===== src/rtl/golomb_pkg.sv =====
// Shared constants and FSM state type for the Golomb-Rice scheduler.
// Escape threshold/length and default clamps live here.
package golomb_pkg;

   localparam int ESC_Q    = 16;
   localparam int ESC_LEN  = 33;
   localparam int KMAX_DEF = 7;

   typedef enum logic [1:0] {
      IDLE = 2'd0,
      CALC = 2'd1,
      EMIT = 2'd2
   } state_t;

endpackage


===== src/rtl/golomb_rice_sched_enc.sv =====
// Combinational Rice encoder: quotient, codeword, length, escape.
// All shifts and masks are done at 32 bits.
module rice_encode
   import golomb_pkg::*;
(
   input  logic [15:0] v,
   input  logic [2:0]  k,
   output logic [31:0] q,
   output logic [31:0] code,
   output logic [5:0]  len,
   output logic        escape
);

   logic [31:0] w_v32;
   logic [31:0] w_mask;

   // quotient, escape decision and codeword/length selection
   always_comb begin
      w_v32  = {16'd0, v};
      q      = w_v32 >> k;
      escape = (q >= 32'(ESC_Q));
      w_mask = (32'd1 << k) - 32'd1;
      if (escape) begin
         code = (32'd1 << ESC_Q) | w_v32;
         len  = 6'(ESC_LEN);
      end else begin
         code = (32'd1 << k) | (w_v32 & w_mask);
         len  = 6'(q[3:0]) + 6'd1 + 6'(k);
      end
   end

endmodule


===== src/rtl/golomb_rice_sched.sv =====
// Golomb-Rice scheduler: accepts one value, codes it, emits it.
// Adapts k per block and tracks block position.
module golomb_rice_sched
   import golomb_pkg::*;
#(
   parameter int BLOCK_LEN = 64,
   parameter int K_INIT    = 2,
   parameter int KMAX      = KMAX_DEF
) (
   input  logic        clk,
   input  logic        reset,
   input  logic        in_valid,
   output logic        in_ready,
   input  logic [15:0] in_val,
   input  logic        in_first,
   output logic        out_valid,
   input  logic        out_ready,
   output logic [31:0] out_code,
   output logic [5:0]  out_len,
   output logic        out_last,
   output logic [2:0]  k_cur,
   output logic        blk_err
);

   localparam int CW = (BLOCK_LEN > 1) ? $clog2(BLOCK_LEN) : 1;
   localparam logic [CW-1:0] LAST_IDX = CW'(BLOCK_LEN - 1);
   localparam logic [2:0]    K0 = 3'(K_INIT);
   localparam logic [2:0]    KM = 3'(KMAX);

   state_t r_state;
   state_t w_next;

   logic [15:0]   r_val;
   logic          r_first;
   logic [2:0]    r_k;
   logic [CW-1:0] r_cnt;
   logic          r_up;
   logic          r_dn;
   logic [31:0]   r_code;
   logic [5:0]    r_len;
   logic          r_last;
   logic          r_err;

   logic          w_acc;
   logic          w_hs;
   logic [2:0]    w_k;
   logic [CW-1:0] w_idx;
   logic [31:0]   w_q;
   logic [31:0]   w_code;
   logic [5:0]    w_len;
   logic          w_esc;

   assign w_acc = in_valid && in_ready;
   assign w_hs  = out_valid && out_ready;
   assign w_k   = r_first ? K0 : r_k;
   assign w_idx = r_first ? '0 : r_cnt;

   rice_encode u_enc (
      .v      (r_val),
      .k      (w_k),
      .q      (w_q),
      .code   (w_code),
      .len    (w_len),
      .escape (w_esc)
   );

   // state register
   always_ff @(posedge clk) begin
      if (reset) r_state <= IDLE;
      else       r_state <= w_next;
   end

   // next-state and handshake outputs
   always_comb begin
      w_next    = r_state;
      in_ready  = 1'b0;
      out_valid = 1'b0;
      unique case (r_state)
         IDLE: begin
            in_ready = 1'b1;
            if (in_valid) w_next = CALC;
         end
         CALC: w_next = EMIT;
         EMIT: begin
            out_valid = 1'b1;
            if (out_ready) w_next = IDLE;
         end
         default: w_next = IDLE;
      endcase
   end

   // capture the accepted value
   always_ff @(posedge clk) begin
      if (reset) begin
         r_val   <= '0;
         r_first <= 1'b0;
      end else if (w_acc) begin
         r_val   <= in_val;
         r_first <= in_first;
      end
   end

   // codeword registers, block position, k adaptation, error flag
   always_ff @(posedge clk) begin
      if (reset) begin
         r_code <= '0;
         r_len  <= '0;
         r_last <= 1'b0;
         r_cnt  <= '0;
         r_k    <= K0;
         r_up   <= 1'b0;
         r_dn   <= 1'b0;
         r_err  <= 1'b0;
      end else begin
         if (r_state == CALC) begin
            r_code <= w_code;
            r_len  <= w_len;
            r_last <= (w_idx == LAST_IDX);
            r_cnt  <= w_idx;
            r_k    <= w_k;
            r_up   <= w_esc || (w_q >= 32'd2);
            r_dn   <= (r_val == 16'd0);
            if (r_first && (r_cnt != '0)) r_err <= 1'b1;
         end
         if (w_hs) begin
            if (r_last) begin
               r_cnt <= '0;
               r_k   <= K0;
            end else begin
               r_cnt <= r_cnt + 1'b1;
               if (r_dn) begin
                  if (r_k != 3'd0) r_k <= r_k - 3'd1;
               end else if (r_up && (r_k < KM)) begin
                  r_k <= r_k + 3'd1;
               end
            end
         end
      end
   end

   assign out_code = r_code;
   assign out_len  = r_len;
   assign out_last = r_last;
   assign k_cur    = r_k;
   assign blk_err  = r_err;

endmodule


===== config.mk =====
export PLATFORM = sky130hd
export DESIGN_NAME = golomb_rice_sched
export DESIGN_NICKNAME = d
export VERILOG_FILES = /design/src/rtl/golomb_pkg.sv /design/src/rtl/golomb_rice_sched_enc.sv /design/src/rtl/golomb_rice_sched.sv
export SDC_FILE = /design/constraint.sdc
export NUM_CORES = 1
export LEC_CHECK = 0
export BUFFER_PORTS_ARGS = -buffer_cell sky130_fd_sc_hd__buf_4
export CAP_MARGIN = 0
export CELL_PAD_IN_SITES_DETAIL_PLACEMENT = 0
export CELL_PAD_IN_SITES_GLOBAL_PLACEMENT = 2
export CORE_MARGIN = 10
export CORE_UTILIZATION = 28
export CTS_CLUSTER_DIAMETER = 30
export DETAILED_ROUTE_END_ITERATION = 8
export PLACE_DENSITY = 0.77
export SETUP_SLACK_MARGIN = 0.5
export SLEW_MARGIN = 20
export SYNTH_ARGS = -nofsm -noshare
export SYNTH_HDL_FRONTEND = slang
export SYNTH_SLANG_ARGS = --single-unit

===== constraint.sdc =====
create_clock -name clk -period 2.81 [get_ports clk]
set_clock_uncertainty 0.1 [all_clocks]
set_input_delay 0.281 -clock clk [delete_from_list [all_inputs] [get_ports clk]]
set_output_delay 0.281 -clock clk [all_outputs]
set_load 0.05 [all_outputs]

==> results.tsv, run 1 <==
metric	value	unit
port bufs	50	
Die Wd	127	µm
RSZ-0062 raised after global routing	yes	
core area	11000	µm²
CTS Hold Bufs	0	
die area	16000	µm²
Post-synth EDFFs	0	
# clock sinks	55	
All-Layer GR Usage	0.119	
Worst-Margin Slew	0.781	ns
worst endpoint required time	2.90	ns
Area contributors post-synth	dfxtp_1, nand2_1, a21oi_1, ha_1, buf_4	
vias in the first global route	2999	
global-route wire length before repair	15900	µm
Max VDD drop	234	µV
Cell variety after synth	59	
CTS tree	done	
Max Slew Vio Count	0	
Worst Setup End Kind	register	
DP HPWL	7360	µm
largest net degree at the start of global routing	44	
fraction of registers with async set/reset	0	
register area share after synthesis	0.346	
clock buffer depth	2	
crit-path max FO	8	
GR Overflow Total	0	
Layout Utilization	0.371	
setup TNS	0	ns
period utilisation layout	0.960	
diode count	0	
Leak	1.66	nW
Slew HR	0.479	
Initial Util	0.289	
Die Ht	127	µm
drt drc	0	
critical path class	reg2reg	
wire per inst	16.3	µm
Top FF cell, synth	dfxtp_1	
final hold vios	0	
Final Power	2.08	mW
Reg clk slew, reported paths	0.07	ns
FF+latch count, synth	55	
Hold WC Path Type	in2reg	
Filler Cells Inserted	1139	
achievable clock frequency	371	MHz
CTS Buf Count	5	
routed vias/inst	4.97	
global placement routability congestion	0.911	
outcome	finished, final reports clean	
post-layout min period	2.70	ns
share of layout cells above drive strength 1	0.288	
Setup violations, final	0	
vias	3004	
Min Hold Slack	0.129	ns
detailed router's first-iteration violation count	215	
cell area power density	511	nW/µm²
commonest non-fill, non-tap cell in the layout	buf_4	
Post-Syn Area per Cell	7.93	µm²
crit start category	register	
gate count after technology mapping	401	
Final nets	497	
# IOs	66	
Yosys top cell area share	0.346	
CTS root buf	clkbuf_16	
clock latency on the worst-skew pair	0.30	ns
row count	38	
Yosys warning count	0	
Max H-tree Level	2	
most frequent cells in the layout	buf_4, nand2_1, dfxtp_1, a21oi_1, o21ai_0	
Yosys top cell by area	dfxtp_1	
Max-Cap Viols	0	
Final Routed Wirelength	9840	µm
initial antenna violation count	0	
number of detailed-route iterations in the first pass	4	
data arrival time of the critical path	2.79	ns
P&R area growth vs syn	28.1	%
Synth Cell Area	3180	µm²
ANT nets after route	0	
-- metal layers --
layer  up-vias  part of all wire  GRT usage
li1       1518                 -          -
met1      1407              0.44      0.148
met2        73              0.49      0.201
met3         6             0.056     0.0308
met4         0            0.0084     0.0255
met5         -                 0          0
-- cell type report --
class	count	area, µm²	area share
clock buffer	6	150	0.0369
tap	140	175	0.0430
multi-input combinational	308	1960	0.482
sequential	55	1110	0.272
clock inverter	2	13.8	0.00338
timing repair buffer	81	616	0.151
inverter	13	48.8	0.0120
-- state kept, by name (all words and copies together) (netlist names), 2 cells and up --
name,cells
r_val,16
out_len,6
out_code,17
r_state,2
k_cur,3
r_cnt,6
-- cells by family (layout without fill, tap and decap cells) --
logic type,after synthesis,count (layout),share of synthesized area
XOR/XNOR,3,3,0.0130
adder cells (fa/ha/maj),12,12,0.0496
AND/OR/NAND/NOR,158,159,0.249
buffers and inverters,53,102,0.0889
multiplexers,10,10,0.0342
AO/OA/AOI/OAI,109,109,0.218
flip-flops,55,55,0.346
other,1,15,0.00118
-- metrics by stage --
step	instances	cell area, µm²	setup WS, ns
after floorplan	415	3270	-0.181
after global placement	588	3760	-0.0102
after detailed placement	588	3760	-0.163
after CTS	603	4020	0.161
after global routing	605	4070	-0.0231
final	605	4070	0.114
-- worst max-delay path, cell delays in order, from the launching register on --
cell     delay, ns
dfxtp_4       0.42
mux2_4        0.32
a22oi_2       0.16
nand4_1       0.20
ha_1          0.35
inv_2         0.09
ha_4          0.19
a21o_1        0.16
a21oi_2       0.17
xor3_1        0.24
a22o_1        0.18
-- Yosys cell counts, types with 6 or more instances --
cell type / count
nand3_1: 11
nor3b_1: 6
clkbuf_1: 17
mux2_2: 7
and2_1: 6
nor2_1: 23
nand2_1: 69
nor2b_1: 8
dfxtp_1: 55
inv_1: 13
ha_1: 11
a21oi_1: 49
buf_4: 17
o21ai_0: 22
-- where the power goes --
| group | internal (mW) | leakage, nW | switching, mW |
|---|---|---|---|
| logic | 0.193 | 1.13 | 0.349 |
| clock network | 0.385 | 0.0820 | 0.298 |
| registers | 0.817 | 0.449 | 0.0377 |
-- worst paths after layout --
| check | from | to | slack (ns) | depth (start not counted) |
|---|---|---|---|---|
| max reg2reg | k_cur[0] | out_len[3] | 0.11 | 10 |
| min reg2reg | out_len[2] | out_len[2] | 0.36 | 2 |
| min | in_val[7] | r_val[7] | 0.13 | 3 |
| max | k_cur[0] | out_len[3] | 0.11 | 10 |
-- timing repair --
action | 4_1_cts | 5_1_grt
gates cloned | 0 | 1
pin swaps | 9 | 5
setup endpoints to repair | 5 | 11
buffers inserted | 7 | 1
gates resized for setup | 12 | 9
Note: power is estimated with default switching activity, not from simulation.
==> inputs of run 2 (changes only) <==
==> constraint.sdc (replaced) <==
create_clock -name clk -period 2.3 [get_ports clk]
set_clock_uncertainty 0.1 [all_clocks]
set_input_delay 0.23 -clock clk [delete_from_list [all_inputs] [get_ports clk]]
set_output_delay 0.23 -clock clk [all_outputs]
set_load 0.05 [all_outputs]
==> run 2 against run 1 <==
  * The run now ends with negative setup slack left
  * Global-route usage increased by 1.3 points
  * Via count increased by 9.2%
  * Hold slack got worse by 0.057 ns
  * Sequential cell count unchanged
  * Cell count increased by 8.8%
  * Sequential power increased by 22%
  * Clock power increased by 33%
  * Utilization increased by 6.9 points
  * Total power increased by 37%
  * Count of clock-buffer cells in the layout unchanged
  * Die area unchanged
  * Wire length increased by 12%
  * Critical endpoint unchanged
  * Largest power group unchanged
==> results.tsv, run 2 (synthesis gave the netlist of run 1 again) <==
metric	value	unit
period utilisation layout	1.18	
Leak	2.01	nW
diode count	0	
max reg flops	17	
commonest non-fill, non-tap cell in the layout	buf_4	
Max Slew Vio Count	0	
end of the worst register-to-register path	out_len[3]	
Hold WC Path Type	in2reg	
Final nets	550	
drt drc	0	
clock latency on the worst-skew pair	0.30	ns
P&R area growth vs syn	52.1	%
critical path class	reg2reg	
min-delay src	in_val[2]	
share of layout cells above drive strength 1	0.440	
CP top delay family	buffers and inverters	
port bufs	50	
Setup violations, final	18	
register area	1110	µm²
CTS Buf Count	5	
crit start category	register	
CP most frequent cell	buf_4	
RSZ-0062 raised after global routing	yes	
CTS tree	done	
# clock sinks	55	
wire per inst	16.8	µm
Filler Cells Inserted	1081	
Die Wd	127	µm
core area	11000	µm²
detailed router's first-iteration violation count	163	
area occupied by multi-input gates	2200	µm²
cell area power density	589	nW/µm²
ANT nets after route	0	
row count	38	
R2R setup slack	-0.41	ns
Worst-Margin Slew	0.681	ns
largest net degree at the start of global routing	44	
worst setup margin	-0.412	ns
Reg2Reg Launch Point	k_cur[0]	
achievable clock frequency	369	MHz
setup TNS	-3.02	ns
Initial Util	0.289	
Final Cell Area	4830	µm²
Min Hold Slack	0.0715	ns
crit-path max FO	6	
clock buffer depth	2	
critical path buffer and inverter count	7	
Slew HR	0.545	
slowest CP cell	dfxtp_4	
Layout Cells excl Fill	658	
Worst Setup End Kind	register	
worst-path cell chain	mux2_4 > a22oi_2 > nand4_1 > buf_4 > buf_4 > buf_4 > buf_4 > buf_4 > buf_6 > buf_6 > nand3_2 > xor3_1 > a22o_1	
Final Routed Wirelength	11100	µm
hold endpoint	r_val[2]	
vias	3279	
placed instance area	4050	µm²
CTS root buf	clkbuf_16	
worst endpoint required time	2.40	ns
Max VDD drop	314	µV
failing checks	negative setup slack	
outcome	finished, violations left	
DP HPWL	8000	µm
Max H-tree Level	2	
GR Overflow Total	0	
vias in the first global route	3254	
# IOs	66	
FF-to-FF path depth	13	
Hold Crit Depth	3	
Die Ht	127	µm
final hold vios	0	
most frequent cells in the layout	buf_4, nand2_1, dfxtp_1, a21oi_1	
Max-Cap Viols	0	
Worst path max stage delay	0.40	ns
All-Layer GR Usage	0.132	
Reg clk slew, reported paths	0.08	ns
die area	16000	µm²
global-route wire length before repair	17300	µm
number of detailed-route iterations in the first pass	5	
routed vias/inst	4.98	
crit path from	k_cur[0]	
post-layout min period	2.71	ns
initial antenna violation count	0	
Cell Count Post-Placement	622	
data arrival time of the critical path	2.82	ns
global placement routability congestion	0.854	
run 2: changes by cell type in the layout (fill, tap and decap cells not counted), moves of 4 or more:
cell | previous run | this run
a21oi_2 | 3 | 7
buf_4 | 79 | 112
nand3_1 | 11 | 5
a21oi_1 | 47 | 42
nand3_2 | 1 | 5
buf_6 | 2 | 19
run 2: worst min-delay path: cells and delay by family:
family | cells | cell delay [ns]
AO/OA/AOI/OAI | 1 | 0.05
buffers and inverters | 1 | 0.11
AND/OR/NAND/NOR | 1 | 0.04
run 2: power breakdown:
group | internal (mW) | switching [mW] | total [mW]
Clock | 0.543 | 0.365 | 0.908
Sequential | 0.997 | 0.0410 | 1.04
Combinational | 0.395 | 0.508 | 0.902
Total | 1.93 | 0.914 | 2.85
run 2: cell type report:
class	instances	share of cell area
well taps	140	0.0362
repair buffers	135	0.233
flip-flops and latches	55	0.230
inverters	13	0.0106
clock inverters	2	0.00725
clock buffers	6	0.0287
multi-input cells	307	0.455
run 2: how the worst max path moves through the flow:
stage,slack (ns),cells past startpoint,end
after floorplan,-0.69,13,out_len[3]
after global placement,-0.45,11,out_len[3]
after detailed placement,-0.51,11,out_len[3]
after CTS,-0.34,10,out_len[3]
after global routing,-0.56,13,out_len[3]
final,-0.41,13,out_len[3]
run 2: layer usage:
layer,share of wire,vias to the layer above,GRT usage
met3,0.048,9,0.0317
met2,0.51,65,0.233
li1,-,1612,-
met1,0.43,1593,0.156
met4,0.011,0,0.0362
met5,0,-,0
run 2: through the flow:
step / setup WS [ns] / utilization / total power, mW
final: -0.412 / 0.440 / 2.85
after global routing: -0.563 / 0.440 / 2.97
after CTS: -0.343 / 0.418 / 2.79
after detailed placement: -0.507 / 0.369 / 1.77
after global placement: -0.446 / 0.369 / 1.76
after floorplan: -0.691 / - / 1.52
run 2: timing repair:
action                     in CTS  in global routing
hold endpoints to repair        0                  0
gates cloned                    0                  0
resized for setup              56                 39
pin swaps                      20                 21
hold buffers                    0                  0
buffers inserted               18                 10
setup endpoints to repair      21                 23
==> inputs of run 3 (changes only) <==
--- a/config.mk
+++ b/config.mk
@@ -10,10 +10,10 @@
 export CELL_PAD_IN_SITES_DETAIL_PLACEMENT = 0
 export CELL_PAD_IN_SITES_GLOBAL_PLACEMENT = 2
 export CORE_MARGIN = 10
-export CORE_UTILIZATION = 28
+export CORE_UTILIZATION = 31
 export CTS_CLUSTER_DIAMETER = 30
 export DETAILED_ROUTE_END_ITERATION = 8
-export PLACE_DENSITY = 0.77
+export PLACE_DENSITY = 0.81
 export SETUP_SLACK_MARGIN = 0.5
 export SLEW_MARGIN = 20
 export SYNTH_ARGS = -nofsm -noshare
==> constraint.sdc (replaced) <==
create_clock -name clk -period 3 [get_ports clk]
set_clock_uncertainty 0.1 [all_clocks]
set_input_delay 0.3 -clock clk [delete_from_list [all_inputs] [get_ports clk]]
set_output_delay 0.3 -clock clk [all_outputs]
set_load 0.05 [all_outputs]
==> run 3 against run 2 <==
  * The run now ends clean
  * Critical path depth is 4 lower
  * First-iteration DRC count is 26% lower
  * Wire length decreased by 8.8%
  * Via count down 7.6%
  * Die area decreased by 8.2%
  * Sequential cell count unchanged
  * Sequential power decreased by 23%
  * Non-clock buffer count down 46
  * Total power is 36% lower
  * Sequential share of layout area grew 4.3 points
  * Combinational power shrank 42%
  * Register-to-register slack improved by 0.72 ns
  * Largest cell class unchanged
==> results.tsv, run 3 (synthesis gave the netlist of run 1 again) <==
metric	value	unit
Min Hold Slack	0.123	ns
CTS Hold Bufs	0	
drt drc	0	
global placement routability congestion	0.886	
Setup violations, final	0	
Slew HR	0.512	
Initial Util	0.322	
initial antenna violation count	0	
Final nets	504	
post-layout min period	2.69	ns
Worst Setup End Kind	register	
Leak	1.68	nW
clock buffer depth	2	
achievable clock frequency	372	MHz
GR Overflow Total	0	
vias in the first global route	3158	
CTS root buf	clkbuf_8	
# IOs	66	
period utilisation layout	0.897	
outcome	finished, final reports clean	
clock latency on the worst-skew pair	0.32	ns
final hold vios	0	
number of detailed-route iterations in the first pass	4	
Reg clk slew, reported paths	0.11	ns
diode count	0	
detailed router's first-iteration violation count	120	
share of layout cells above drive strength 1	0.299	
Die Ht	121	µm
# clock sinks	55	
Max VDD drop	189	µV
largest net degree at the start of global routing	44	
core area	9860	µm²
CTS Buf Count	5	
routed vias/inst	5.02	
Max-Cap Viols	0	
Die Wd	121	µm
All-Layer GR Usage	0.136	
Max Slew Vio Count	0	
commonest non-fill, non-tap cell in the layout	buf_4	
RSZ-0062 raised after global routing	yes	
max reg flops	17	
data arrival time of the critical path	2.81	ns
global-route wire length before repair	16400	µm
Hold WC Path Type	in2reg	
crit start category	register	
ANT nets after route	0	
critical path class	reg2reg	
worst endpoint required time	3.12	ns
Max H-tree Level	2	
most frequent cells in the layout	buf_4, nand2_1, dfxtp_1, a21oi_1, nor2_1	
crit-path max FO	7	
Layout Cells excl Fill	604	
Layout Utilization	0.413	
vias	3031	
CTS tree	done	
DP HPWL	7470	µm
die area	14700	µm²
Cell Count Post-Placement	577	
Worst-Margin Slew	0.733	ns
cell area power density	447	nW/µm²
wire per inst	16.7	µm
port bufs	50	
P&R area growth vs syn	28.3	%
row count	36	
Final Routed Wirelength	10100	µm
## run 3: worst max-delay path, cell delays in order, from the launching register on
cell     delay (ns)
dfxtp_4        0.43
mux2_4         0.31
a22oi_2        0.17
nand4_1        0.18
ha_2           0.25
xor2_1         0.16
ha_1           0.38
a21oi_2        0.20
xor3_1         0.23
a22o_1         0.18
## run 3: final timing paths
check	startpoint	end	slack (ns)	cells after the start
max	k_cur[0]	out_len[3]	0.31	9
max reg2reg	k_cur[0]	out_len[3]	0.31	9
min reg2reg	out_len[1]	out_len[1]	0.36	2
min	in_val[6]	r_val[6]	0.12	3
## run 3: timing repair
action | CTS | global route
hold endpoints to repair | 0 | 0
pin swaps | 14 | 10
endpoints found under the setup margin | 6 | 18
resized for setup | 18 | 11
setup buffers | 15 | 5
## run 3: metal layers
metal,vias up,wire length (µm),track usage,share of wire
met5,-,0,0,0
met4,0,97,0.0298,0.0096
met3,9,387,0.0247,0.038
met2,47,5090,0.244,0.51
met1,1462,4510,0.165,0.45
li1,1513,-,-,-
## run 3: through the flow
step	worst slack (ns)	setup TNS [ns]	cell area, µm²	power (mW)
detailed placement	-0.0698	-0.0698	3720	1.29
global route	0.154	0	4080	1.91
floorplan	0.00918	0	3270	1.16
CTS	0.313	0	4010	1.82
finish	0.309	0	4080	1.82
global placement	-0.0461	-0.0461	3720	1.29
## run 3: area by class of cell
type | instances | area, µm²
clock buffer | 6 | 72.6
clock inverter | 1 | 30.0
fill | 1044 | 5790
inverter | 13 | 48.8
multi-input combinational | 307 | 1970
sequential | 55 | 1110
tap | 133 | 166
timing repair buffer | 89 | 676
## run 3: power by group
part | switching (mW) | total [mW] | internal (mW) | leakage [nW]
clock network | 0.255 | 0.500 | 0.246 | 0.0513
registers | 0.0410 | 0.805 | 0.764 | 0.450
logic | 0.326 | 0.519 | 0.194 | 1.18
total | 0.621 | 1.82 | 1.20 | 1.68
